**src/rtl/alu_pkg.sv**
```systemverilog
// Shared ALU definitions: control codes decoded by the execute stage and
// produced by alu_control, plus a legality helper.
package alu_pkg;

    localparam logic [3:0] ALU_AND = 4'b0000;
    localparam logic [3:0] ALU_OR  = 4'b0001;
    localparam logic [3:0] ALU_ADD = 4'b0010;
    localparam logic [3:0] ALU_SUB = 4'b0110;
    localparam logic [3:0] ALU_SLT = 4'b0111;
    localparam logic [3:0] ALU_NOR = 4'b1100;

    // True when the control code names one of the six defined operations.
    function automatic logic alu_is_legal(input logic [3:0] code);
        return (code == ALU_AND) || (code == ALU_OR) || (code == ALU_ADD) ||
               (code == ALU_SUB) || (code == ALU_SLT) || (code == ALU_NOR);
    endfunction

endpackage

```
**src/rtl/alu_core.sv**
```systemverilog
// Purely combinational ALU: result, signed add/sub overflow and illegal-code flag.
module alu_core
    import alu_pkg::*;
#(
    parameter int WIDTH = 32
) (
    input  logic [3:0]       alu_ctrl,
    input  logic [WIDTH-1:0] op_a,
    input  logic [WIDTH-1:0] op_b,
    output logic [WIDTH-1:0] result,
    output logic             overflow,
    output logic             illegal
);

    logic signed [WIDTH-1:0] a_s;
    logic signed [WIDTH-1:0] b_s;
    logic signed [WIDTH-1:0] sum_s;
    logic signed [WIDTH-1:0] diff_s;
    logic                    sum_ovf;
    logic                    diff_ovf;
    logic                    less;

    assign a_s    = op_a;
    assign b_s    = op_b;
    assign sum_s  = a_s + b_s;
    assign diff_s = a_s - b_s;

    // Same-sign operands producing an opposite-sign sum overflow; for a
    // subtraction the operands must differ in sign for overflow to occur.
    assign sum_ovf  = (a_s[WIDTH-1] == b_s[WIDTH-1]) && (sum_s[WIDTH-1]  != a_s[WIDTH-1]);
    assign diff_ovf = (a_s[WIDTH-1] != b_s[WIDTH-1]) && (diff_s[WIDTH-1] != a_s[WIDTH-1]);

    // Sign of a-b is wrong exactly when a-b overflowed, so correct it.
    assign less = diff_s[WIDTH-1] ^ diff_ovf;

    // Decode the control code into the selected result and flags.
    always_comb begin
        result   = '0;
        overflow = 1'b0;
        illegal  = 1'b0;
        case (alu_ctrl)
            ALU_AND: result = op_a & op_b;
            ALU_OR:  result = op_a | op_b;
            ALU_ADD: begin
                result   = sum_s;
                overflow = sum_ovf;
            end
            ALU_SUB: begin
                result   = diff_s;
                overflow = diff_ovf;
            end
            ALU_SLT: result = {{(WIDTH-1){1'b0}}, less};
            ALU_NOR: result = ~(op_a | op_b);
            default: illegal = ~alu_is_legal(alu_ctrl);
        endcase
    end

endmodule

```
**src/rtl/alu_exec_stage.sv**
```systemverilog
// ALU execute stage: registered output with a one-entry skid buffer so that
// in_ready comes straight from a flop while sustaining one op per cycle.
module alu_exec_stage
    import alu_pkg::*;
#(
    parameter int WIDTH = 32
) (
    input  logic             clk,
    input  logic             rst,
    input  logic             in_valid,
    output logic             in_ready,
    input  logic [3:0]       alu_ctrl,
    input  logic [WIDTH-1:0] op_a,
    input  logic [WIDTH-1:0] op_b,
    output logic             out_valid,
    input  logic             out_ready,
    output logic [WIDTH-1:0] result,
    output logic             zero,
    output logic             overflow,
    output logic             illegal
);

    logic [WIDTH-1:0] result_p0;
    logic             zero_p0;
    logic             overflow_p0;
    logic             illegal_p0;
    logic             vld_p0;

    logic [WIDTH-1:0] skid_result_p1;
    logic             skid_zero_p1;
    logic             skid_overflow_p1;
    logic             skid_illegal_p1;
    logic             skid_vld_p1;
    logic             skid_vld_next;

    logic             drain;
    logic             load_out;

    alu_core #(.WIDTH(WIDTH)) u_core (
        .alu_ctrl (alu_ctrl),
        .op_a     (op_a),
        .op_b     (op_b),
        .result   (result_p0),
        .overflow (overflow_p0),
        .illegal  (illegal_p0)
    );

    assign zero_p0  = (result_p0 == '0);
    assign vld_p0   = in_valid && in_ready;
    assign drain    = out_valid && out_ready;
    // Output register can take new content when it is empty or leaving now.
    assign load_out = !out_valid || drain;

    // Skid occupancy after this edge: it empties whenever the output register
    // loads (its content moves forward), and fills when an accept finds the
    // output register stalled.
    always_comb begin
        skid_vld_next = skid_vld_p1;
        if (load_out) begin
            skid_vld_next = 1'b0;
        end else if (vld_p0) begin
            skid_vld_next = 1'b1;
        end
    end

    // Stage p0 -> p1: output register, fed from the skid first, else from the ALU.
    always_ff @(posedge clk) begin
        if (rst) begin
            out_valid <= 1'b0;
            result    <= '0;
            zero      <= 1'b0;
            overflow  <= 1'b0;
            illegal   <= 1'b0;
        end else if (load_out) begin
            out_valid <= skid_vld_p1 || vld_p0;
            if (skid_vld_p1) begin
                result   <= skid_result_p1;
                zero     <= skid_zero_p1;
                overflow <= skid_overflow_p1;
                illegal  <= skid_illegal_p1;
            end else if (vld_p0) begin
                result   <= result_p0;
                zero     <= zero_p0;
                overflow <= overflow_p0;
                illegal  <= illegal_p0;
            end
        end
    end

    // Skid register captures an accepted op while the output register is stalled.
    always_ff @(posedge clk) begin
        if (rst) begin
            skid_vld_p1      <= 1'b0;
            skid_result_p1   <= '0;
            skid_zero_p1     <= 1'b0;
            skid_overflow_p1 <= 1'b0;
            skid_illegal_p1  <= 1'b0;
        end else begin
            skid_vld_p1 <= skid_vld_next;
            if (!load_out && vld_p0) begin
                skid_result_p1   <= result_p0;
                skid_zero_p1     <= zero_p0;
                skid_overflow_p1 <= overflow_p0;
                skid_illegal_p1  <= illegal_p0;
            end
        end
    end

    // in_ready is a dedicated flop mirroring "skid will be empty".
    always_ff @(posedge clk) begin
        if (rst) begin
            in_ready <= 1'b1;
        end else begin
            in_ready <= !skid_vld_next;
        end
    end

endmodule

```
**config.mk**
```make
export PLATFORM = sky130hd
export DESIGN_NAME = alu_exec_stage
export DESIGN_NICKNAME = d
export VERILOG_FILES = /design/src/rtl/alu_pkg.sv /design/src/rtl/alu_core.sv /design/src/rtl/alu_exec_stage.sv
export SDC_FILE = /design/constraint.sdc
export NUM_CORES = 1
export LEC_CHECK = 0
export ABC_AREA = 1
export CAP_MARGIN = 20
export CORE_MARGIN = 2
export CORE_UTILIZATION = 53
export CTS_CLUSTER_SIZE = 40
export DETAILED_ROUTE_END_ITERATION = 7
export PLACE_DENSITY = 0.78
export SETUP_SLACK_MARGIN = 0.3
export SYNTH_ARGS = -nofsm -noshare
export SYNTH_HDL_FRONTEND = slang
export SYNTH_SLANG_ARGS = --single-unit
```
**constraint.sdc**
```tcl
create_clock -name clk -period 3.5 [get_ports clk]
set_input_delay 0.7 -clock clk [delete_from_list [all_inputs] [get_ports clk]]
set_output_delay 0.7 -clock clk [all_outputs]
set_load 0.1 [all_outputs]
```
==> results of run 1 <==
==> power by group through the flow <==
stage	logic [uW]	clock network (uW)	registers, uW
final	2080	916	890
after global placement	1760	0	904
after detailed placement	1790	0	906
after CTS	1970	911	890
after floorplan	901	0	1070
after global routing	2230	942	893
==> metal layers <==
metal  up-vias  GRT usage [%]  routed length, um
li1       6113              -                  -
met1      5876          49.78              16050
met2       683          67.88              18650
met3       135          6.779               3561
met4         0          17.21               1755
met5         -              0                  0
==> layout by cell type (no fill, tap or decap), drive strengths merged <==
master and n:
a211oi 1, a21o 1, a21oi 146, a221oi 27, a311oi 1, and2 6
and3 5, buf 372, bufinv 1, clkbuf 12, clkdlybuf4s15 1, clkdlybuf4s50 49
clkinv 7, dfxtp 73, dlygate4sd2 1, fa 3, ha 102, inv 366
nand2 473, nand3 154, nand4 19, nor2 149, nor3 13, o2111ai 1
o211ai 6, o21ai 91, o21bai 6, o22ai 2, o32ai 1, or2 2
xor2 2
==> worst max-delay path, cell delays in order <==
cell,delay [ns]
sky130_fd_sc_hd__buf_8,0.10
sky130_fd_sc_hd__inv_4,0.06
sky130_fd_sc_hd__buf_6,0.10
sky130_fd_sc_hd__ha_4,0.14
sky130_fd_sc_hd__inv_2,0.04
sky130_fd_sc_hd__buf_4,0.12
sky130_fd_sc_hd__buf_4,0.12
sky130_fd_sc_hd__buf_4,0.12
sky130_fd_sc_hd__buf_4,0.12
sky130_fd_sc_hd__buf_4,0.12
sky130_fd_sc_hd__nand2_1,0.09
sky130_fd_sc_hd__nand2_1,0.06
sky130_fd_sc_hd__nand2_1,0.08
sky130_fd_sc_hd__nand2_1,0.07
sky130_fd_sc_hd__nand3_1,0.21
sky130_fd_sc_hd__nand2_1,0.11
sky130_fd_sc_hd__nand2_1,0.07
sky130_fd_sc_hd__nand2_1,0.05
sky130_fd_sc_hd__nand3_1,0.06
sky130_fd_sc_hd__nand3_1,0.23
sky130_fd_sc_hd__nor2_2,0.20
sky130_fd_sc_hd__nand2_1,0.08
sky130_fd_sc_hd__nor2_2,0.17
sky130_fd_sc_hd__nand3_2,0.10
sky130_fd_sc_hd__nand2_1,0.06
sky130_fd_sc_hd__nand2_1,0.08
sky130_fd_sc_hd__a21oi_2,0.11
==> cells in the mapped netlist, drive strengths merged <==
cell	instances
a21oi	146
nor2	149
and2	6
o211ai	6
nand2	473
and3	5
a221oi	27
nor3	13
a21o	1
a211oi	1
a311oi	1
or2	2
inv	366
fa	3
o2111ai	1
nand3	154
clkbuf	28
ha	102
o21bai	6
clkinv	4
xor2	2
nand4	19
buf	38
o32ai	1
o21ai	91
dfxtp	73
o22ai	2
==> flip-flops by register name (all words and copies together), names as in the netlist <==
signal and flops:
skid_result_p1 32, result 32, skid_overflow_p1 1, illegal 1
skid_zero_p1 1, overflow 1, in_ready 1, skid_vld_p1 1
out_valid 1, skid_illegal_p1 1, zero 1
==> logic make-up after synthesis <==
kind of cell,Yosys count,synth area share (%)
compound gates,283,16.24
xor+xnor,2,0.1792
fa+ha+maj,105,13.67
buf+inv,436,17.91
flops,73,14.95
simple gates,821,37.05
==> stage by stage <==
step | hold WS (ns) | worst slack (ns)
detailed placement | 0.4543 | -0.6546
global placement | 0.4522 | -0.5285
floorplan | 0.4944 | 0.2271
finish | 0.4671 | 0.1768
CTS | 0.4663 | 0.2005
global route | 0.4880 | -0.003118
==> cell type report <==
type	count	area (sq um)	share of cell area, %
Inverter	370	1411	9.908
Tap cell	229	286.5	2.011
Clock inverter	4	52.55	0.3689
Timing Repair Buffer	423	3401	23.87
Sequential cell	73	1461	10.26
Multi-Input combinational cell	1211	7386	51.85
Clock buffer	12	246.5	1.730
==> what timing repair did <==
action                                  4_1_cts  5_1_grt
resized for setup                           405       47
cloned                                        0        0
setup buffers                                54        7
hold buffers                                  0        0
pin swaps                                    81       45
endpoints found under the setup margin       15        9
==> worst paths after layout <==
| path | endpoint | cells after the start | slack [ns] |
|---|---|---|---|
| setup reg to reg | skid_result_p1[27] | 9 | 1.74 |
| setup / recovery | zero | 27 | 0.18 |
| hold / removal | result[6] | 2 | 0.47 |
| hold reg to reg | result[6] | 2 | 0.47 |
==> flow_summary_export.csv, run 1 <==
group,metric,value,unit
layout,filler_cell_count,1308,
clock_tree,clk_latency,0.33,ns
grt,gr-usage-all-layers,39.95,%
sta,timing_worst_slew_pin_value,1.011,ns
layout,layoutNonFillerInstCount,2322,
placement,dpl-instance-area,12900,sq um
placement,hpwl_reported_at_the_end_of_detailed_placement,29620,um
worst_hold_path,min-delay-path-class,"register to register",
layout,utilization,79.03,%
grt,grt_max_degree,53,
grt,gr-total-overflow,0,
placement,buffer_ports.inserted,108,
pwr,power.density_cell_area,272.6,nW/um^2
sta,report.final.setup_viol,0,
setup_path,cp-start-kind,"input pin",
routing,route.detailed.drc,2,
synth,synth-seq-area-share,14.95,%
sta,fin_skew,0.003981,ns
die,die_area,19540,sq um
pwr,vdd_ir_drop_max,0.5552,mV
layout,syn_to_final_growth,45.74,%
sta,timing.final.hold_violations,0,
routing,via_count,12810,
pwr,p_int,2282,uW
pwr,power_frac_comb,53.5,%
status,violations,"design-rule violations",
pwr,pwr-share-seq,22.9,%
clock_tree,clock-root-buffer,"sky130_fd_sc_hd__clkbuf_16",
layout,stdcell_area,14240,sq um
grt,grt_first_pass_wirelength,62550,um
synth,yosys_register_bits,73,
routing,drt_first_iter_violations,1165,
setup_path,critical_path_class,"input pin to register",
sta,rsz0062_at_grt,"yes",
die,floorplan.initialDensity,54.23,%
clock_tree,clock_sink_count,73,
setup_path,critical_path.endpoint_type,"register",
synth,yosysWarnings,0,
status,outcome,"finished with violations",
sta,max_slew_vio_count,0,
sta,worst_slew_margin_rel,32.41,%
sta,fin_crit,3.323,ns
die,std_cell_rows,49,
clock_tree,cts_tree,"yes",
synth,syn-cell-area,9774,sq um
die,chipHeight,139.8,um
worst_hold_path,hold_path_startpoint,"result[6]",
routing,postRouteAntennaNets,0,
pwr,p_switching,1601,uW
layout,final_nets,2265,
routing,via_per_inst,5.516,
sta,fin_crit_sh,94.95,%
clock_tree,cts_clock_pin_slew_for_the_worst_setup_and_hold_paths,0.06,ns
synth,synthesis.instances,1720,
job,cap_viol_max_count,0,
grt,grt_antenna_before_repair,0,
routing,drtPass1Iterations,8,
setup_path,timing.critical_path.required,3.76,ns
clock_tree,cts_htree_levels,3,
synth,synth_top_area_share,17.32,%
synth,mappedNetlistNets,1897,
layout,num_antenna_cells,0,
die,ios,109,
synth,synth.avg_cell_area,5.683,sq um
pwr,switching_share,41.23,%
synth,synthDominantAreaCellType,"sky130_fd_sc_hd__nand2_1",
setup_path,cp.arrival,3.59,ns
clock_tree,number_of_buffers_created_by_cts,9,
setup_path,worstSetupStartpoint,"op_b[5]",
pwr,share_clk_of_total_power,23.6,%
die,die_w,139.8,um
clock_tree,cts.path.max_buffers,2,
sta,max_freq,300.9,MHz
grt,first_global_vias,12410,
setup_path,critical_path.reg2reg.startpoint,"out_valid",
synth,synth.area.top_cells,"sky130_fd_sc_hd__nand2_1 17%, sky130_fd_sc_hd__dfxtp_1 15%, sky130_fd_sc_hd__inv_1 13%",
sta,sum_of_negative_setup_slack,0,ns
placement,global_placer_s_final_weighted_congestion,1.019,
pwr,p_leak,0.007669,uW
die,core-area,18020,sq um
placement,place.detailed.instances,2245,
pwr,design_power_total,3883,uW
routing,wirelength,40020,um
layout,drive_above_1_share,31.10,%
routing,wl_per_cell,17.23,um
setup_path,critPathMaxFanout,3,
synth,synth.distinct_cells,44,
No activity file was read; power rests on OpenSTA's default activity.
==> run 2, diff against run 1 <==
Settings changed: SYNTH_HIERARCHICAL from default to 1.
==> run 2 against run 1 <==
The run ends with negative setup slack left. Fmax fell by 5.3%. Highest routed layer unchanged. Critical path type unchanged. Combinational power rose by 7%. Clock skew rose by 0.0053 ns. Setup slack got worse by 0.19 ns. Routed wire length rose by 6.3%. Total power rose by 5.3%. Flip-flop and latch count did not move. Clock power rose by 2%.
==> flow_summary_export.csv, run 2 <==
group,metric,value,unit
sta,layout_setup_ws,-0.01097,ns
synth,yosysWarnings,6,
layout,final_nets,2223,
status,violations,"negative setup slack",
pwr,p_int,2316,uW
setup_path,timing.critical_path.slowest_cell_delay,0.52,ns
setup_path,timing.critical_path.required,3.76,ns
die,chipHeight,137.0,um
clock_tree,clock_sink_count,73,
synth,synth_commonest_cells,"469 x sky130_fd_sc_hd__nand2_1, 297 x sky130_fd_sc_hd__inv_1, 220 x sky130_fd_sc_hd__nor2_1",
pwr,power_frac_comb,54.6,%
die,floorplan.initialDensity,54.23,%
synth,synthesis.instances,1662,
status,outcome,"finished with violations",
sta,fin_crit,3.511,ns
die,die_w,137.0,um
clock_tree,cts.path.max_buffers,2,
synth,yosys_register_bits,73,
synth,syn-cell-area,9380,sq um
grt,gr-total-overflow,0,
layout,syn_to_final_growth,48.49,%
layout,utilization,80.53,%
grt,grt_antenna_before_repair,0,
synth,synth-edff-count,0,
routing,via_count,13290,
placement,worst_slack_placed,-0.5608,ns
setup_path,critical_path_class,"input pin to register",
clock_tree,clock-root-buffer,"sky130_fd_sc_hd__clkbuf_16",
die,die_area,18780,sq um
worst_hold_path,hold_path_startpoint,"skid_result_p1[3]",
sta,report.final.setup_viol,1,
placement,hpwl_reported_at_the_end_of_detailed_placement,29500,um
setup_path,timing.critical_path.cells,"buf_2 -> inv_2 -> ha_4 -> nor2_4 -> nand2_4 -> nor2_4 -> nand2_4 -> nand3_4 -> nand2_2 -> nand2_2 -> a21oi_2 -> fa_1 -> o21ai_1 -> a211oi_1 -> nand3_1 -> nor2_2 -> nand2_1 -> nor2_2 -> nand2_2 -> nor2_4 -> nand2_2 -> a21oi_2",
layout,reg.largest.list,"result: 32 flops, skid_result_p1: 32 flops",
sta,rsz0062_at_grt,"yes",
sta,worst_slew_margin_rel,33.14,%
pwr,switching_share,43.37,%
clock_tree,cts_htree_levels,3,
routing,postRouteAntennaNets,0,
clock_tree,clk_latency,0.34,ns
die,core-area,17300,sq um
synth,synthArstFlopShare,0,%
grt,grt_max_degree,70,
synth,synth.area.top_cells,"sky130_fd_sc_hd__nand2_1 19%, sky130_fd_sc_hd__dfxtp_1 16%, sky130_fd_sc_hd__ha_1 14%",
routing,wirelength,42550,um
pwr,p_switching,1774,uW
synth,synth_top_area_share,18.77,%
setup_path,critical-path-slowest-cell,"sky130_fd_sc_hd__fa_1",
pwr,share_clk_of_total_power,22.9,%
routing,drt_first_iter_violations,1741,
grt,grt_first_pass_wirelength,63160,um
sta,sum_of_negative_setup_slack,-0.01097,ns
layout,mostFrequentLayoutCells,"439 x sky130_fd_sc_hd__nand2_1, 327 x sky130_fd_sc_hd__buf_4, 221 x sky130_fd_sc_hd__inv_1",
layout,drive_above_1_share,31.30,%
layout,filler_cell_count,1203,
sta,fin_skew,0.009271,ns
sta,max_slew_vio_count,0,
pwr,power.density_cell_area,293.6,nW/um^2
pwr,p_leak,0.007365,uW
pwr,design_power_total,4089,uW
pwr,vdd_ir_drop_max,0.5094,mV
setup_path,top_cell_by_count_worst_path,"sky130_fd_sc_hd__nand2_2",
sta,fin_crit_sh,100.3,%
synth,synth-seq-area-share,15.58,%
routing,drtPass1Iterations,6,
sta,fin_worst_hold_slack,0.4862,ns
synth,synthDominantAreaCellType,"sky130_fd_sc_hd__nand2_1",
setup_path,cp.arrival,3.77,ns
sta,max_freq,284.8,MHz
setup_path,worstSetupStartpoint,"op_a[9]",
routing,via_per_inst,5.841,
die,std_cell_rows,48,
synth,synth_top_flop_cell,"sky130_fd_sc_hd__dfxtp_1",
synth,mappedNetlistNets,1839,
grt,gr-usage-all-layers,43.27,%
routing,route.detailed.drc,0,
grt,first_global_vias,12460,
setup_path,critical_path.endpoint_type,"register",
synth,synth.distinct_cells,43,
setup_path,critPathMaxFanout,3,
synth,synth.avg_cell_area,5.644,sq um
worst_hold_path,min-delay-path-class,"register to register",
sta,timing.final.hold_violations,0,
pwr,pwr-share-seq,22.6,%
layout,num_antenna_cells,0,
setup_path,critical_path.reg2reg.startpoint,"out_valid",
placement,global_placer_s_final_weighted_congestion,0.9772,
synth,most_frequently_used_cell_type_in_the_post_synthesis_netlist,"sky130_fd_sc_hd__nand2_1",
routing,wl_per_cell,18.69,um
setup_path,cp-start-kind,"input pin",
clock_tree,number_of_buffers_created_by_cts,9,
die,ios,109,
clock_tree,cts_clock_pin_slew_for_the_worst_setup_and_hold_paths,0.06,ns
sta,timing_worst_slew_pin_value,0.9998,ns
job,cap_viol_max_count,0,
layout,mostFrequentLayoutCell,"sky130_fd_sc_hd__nand2_1",
placement,buffer_ports.inserted,108,
clock_tree,cts_tree,"yes",
## run 2: cell type report
type | count | area, sq um | share of cell area [%]
clock inverter | 6 | 57.56 | 0.4132
tap | 225 | 281.5 | 2.021
sequential | 73 | 1461 | 10.49
inverter | 305 | 1160 | 8.327
clock buffer | 10 | 239.0 | 1.716
multi-input combinational | 1217 | 7317 | 52.53
timing repair buffer | 440 | 3412 | 24.50
## run 2: kinds of logic after synthesis
logic type,Yosys count,share of synthesized area (%)
compound gates,259,16.69
flops,73,15.58
buf+inv,372,16.33
simple gates,850,36.88
xor+xnor,3,0.2802
fa+ha+maj,105,14.25
## run 2: metrics by stage
stage	std cells	cell area [sq um]
detailed placement	2211	12750
global placement	2211	12750
floorplan	1662	9693
finish	2276	13930
global route	2276	13930
CTS	2259	13570
## run 2: per-layer routing
metal / vias to the layer above / global-route usage, % / wire [um]
li1: 6006 / - / -
met1: 5954 / 52.03 / 15630
met2: 1068 / 72.53 / 19160
met3: 265 / 10.22 / 5110
met4: 0 / 20.33 / 2649
met5: - / 0 / 0
## run 2: worst max-delay path, delay by kind of cell
kind,cells,cell delay [ns]
and+or+nand+nor,14,1.67
AOI/OAI and AO/OA,4,0.47
buffers and inverters,2,0.19
adders and majority gates,2,0.73
## run 2: timing repair
item | in CTS | in global routing
endpoints found under the setup margin | 11 | 10
gates resized for setup | 345 | 88
pin swaps | 73 | 69
hold buffers | 0 | 0
buffers inserted | 32 | 17
## run 2: worst paths after layout
check / endpoint / slack (ns) / cells past startpoint
hold / removal: result[3] / 0.49 / 2
setup reg to reg: skid_result_p1[3] / 1.46 / 6
hold reg to reg: result[3] / 0.49 / 2
setup / recovery: zero / -0.01 / 22
## run 2: power groups by stage
| stage | logic (uW) | registers (uW) | clock network [uW] |
|---|---|---|---|
| floorplan | 890 | 1190 | 0 |
| global placement | 1870 | 927 | 0 |
| detailed placement | 1920 | 931 | 0 |
| CTS | 2060 | 918 | 917 |
| global route | 2370 | 925 | 955 |
| finish | 2230 | 922 | 936 |
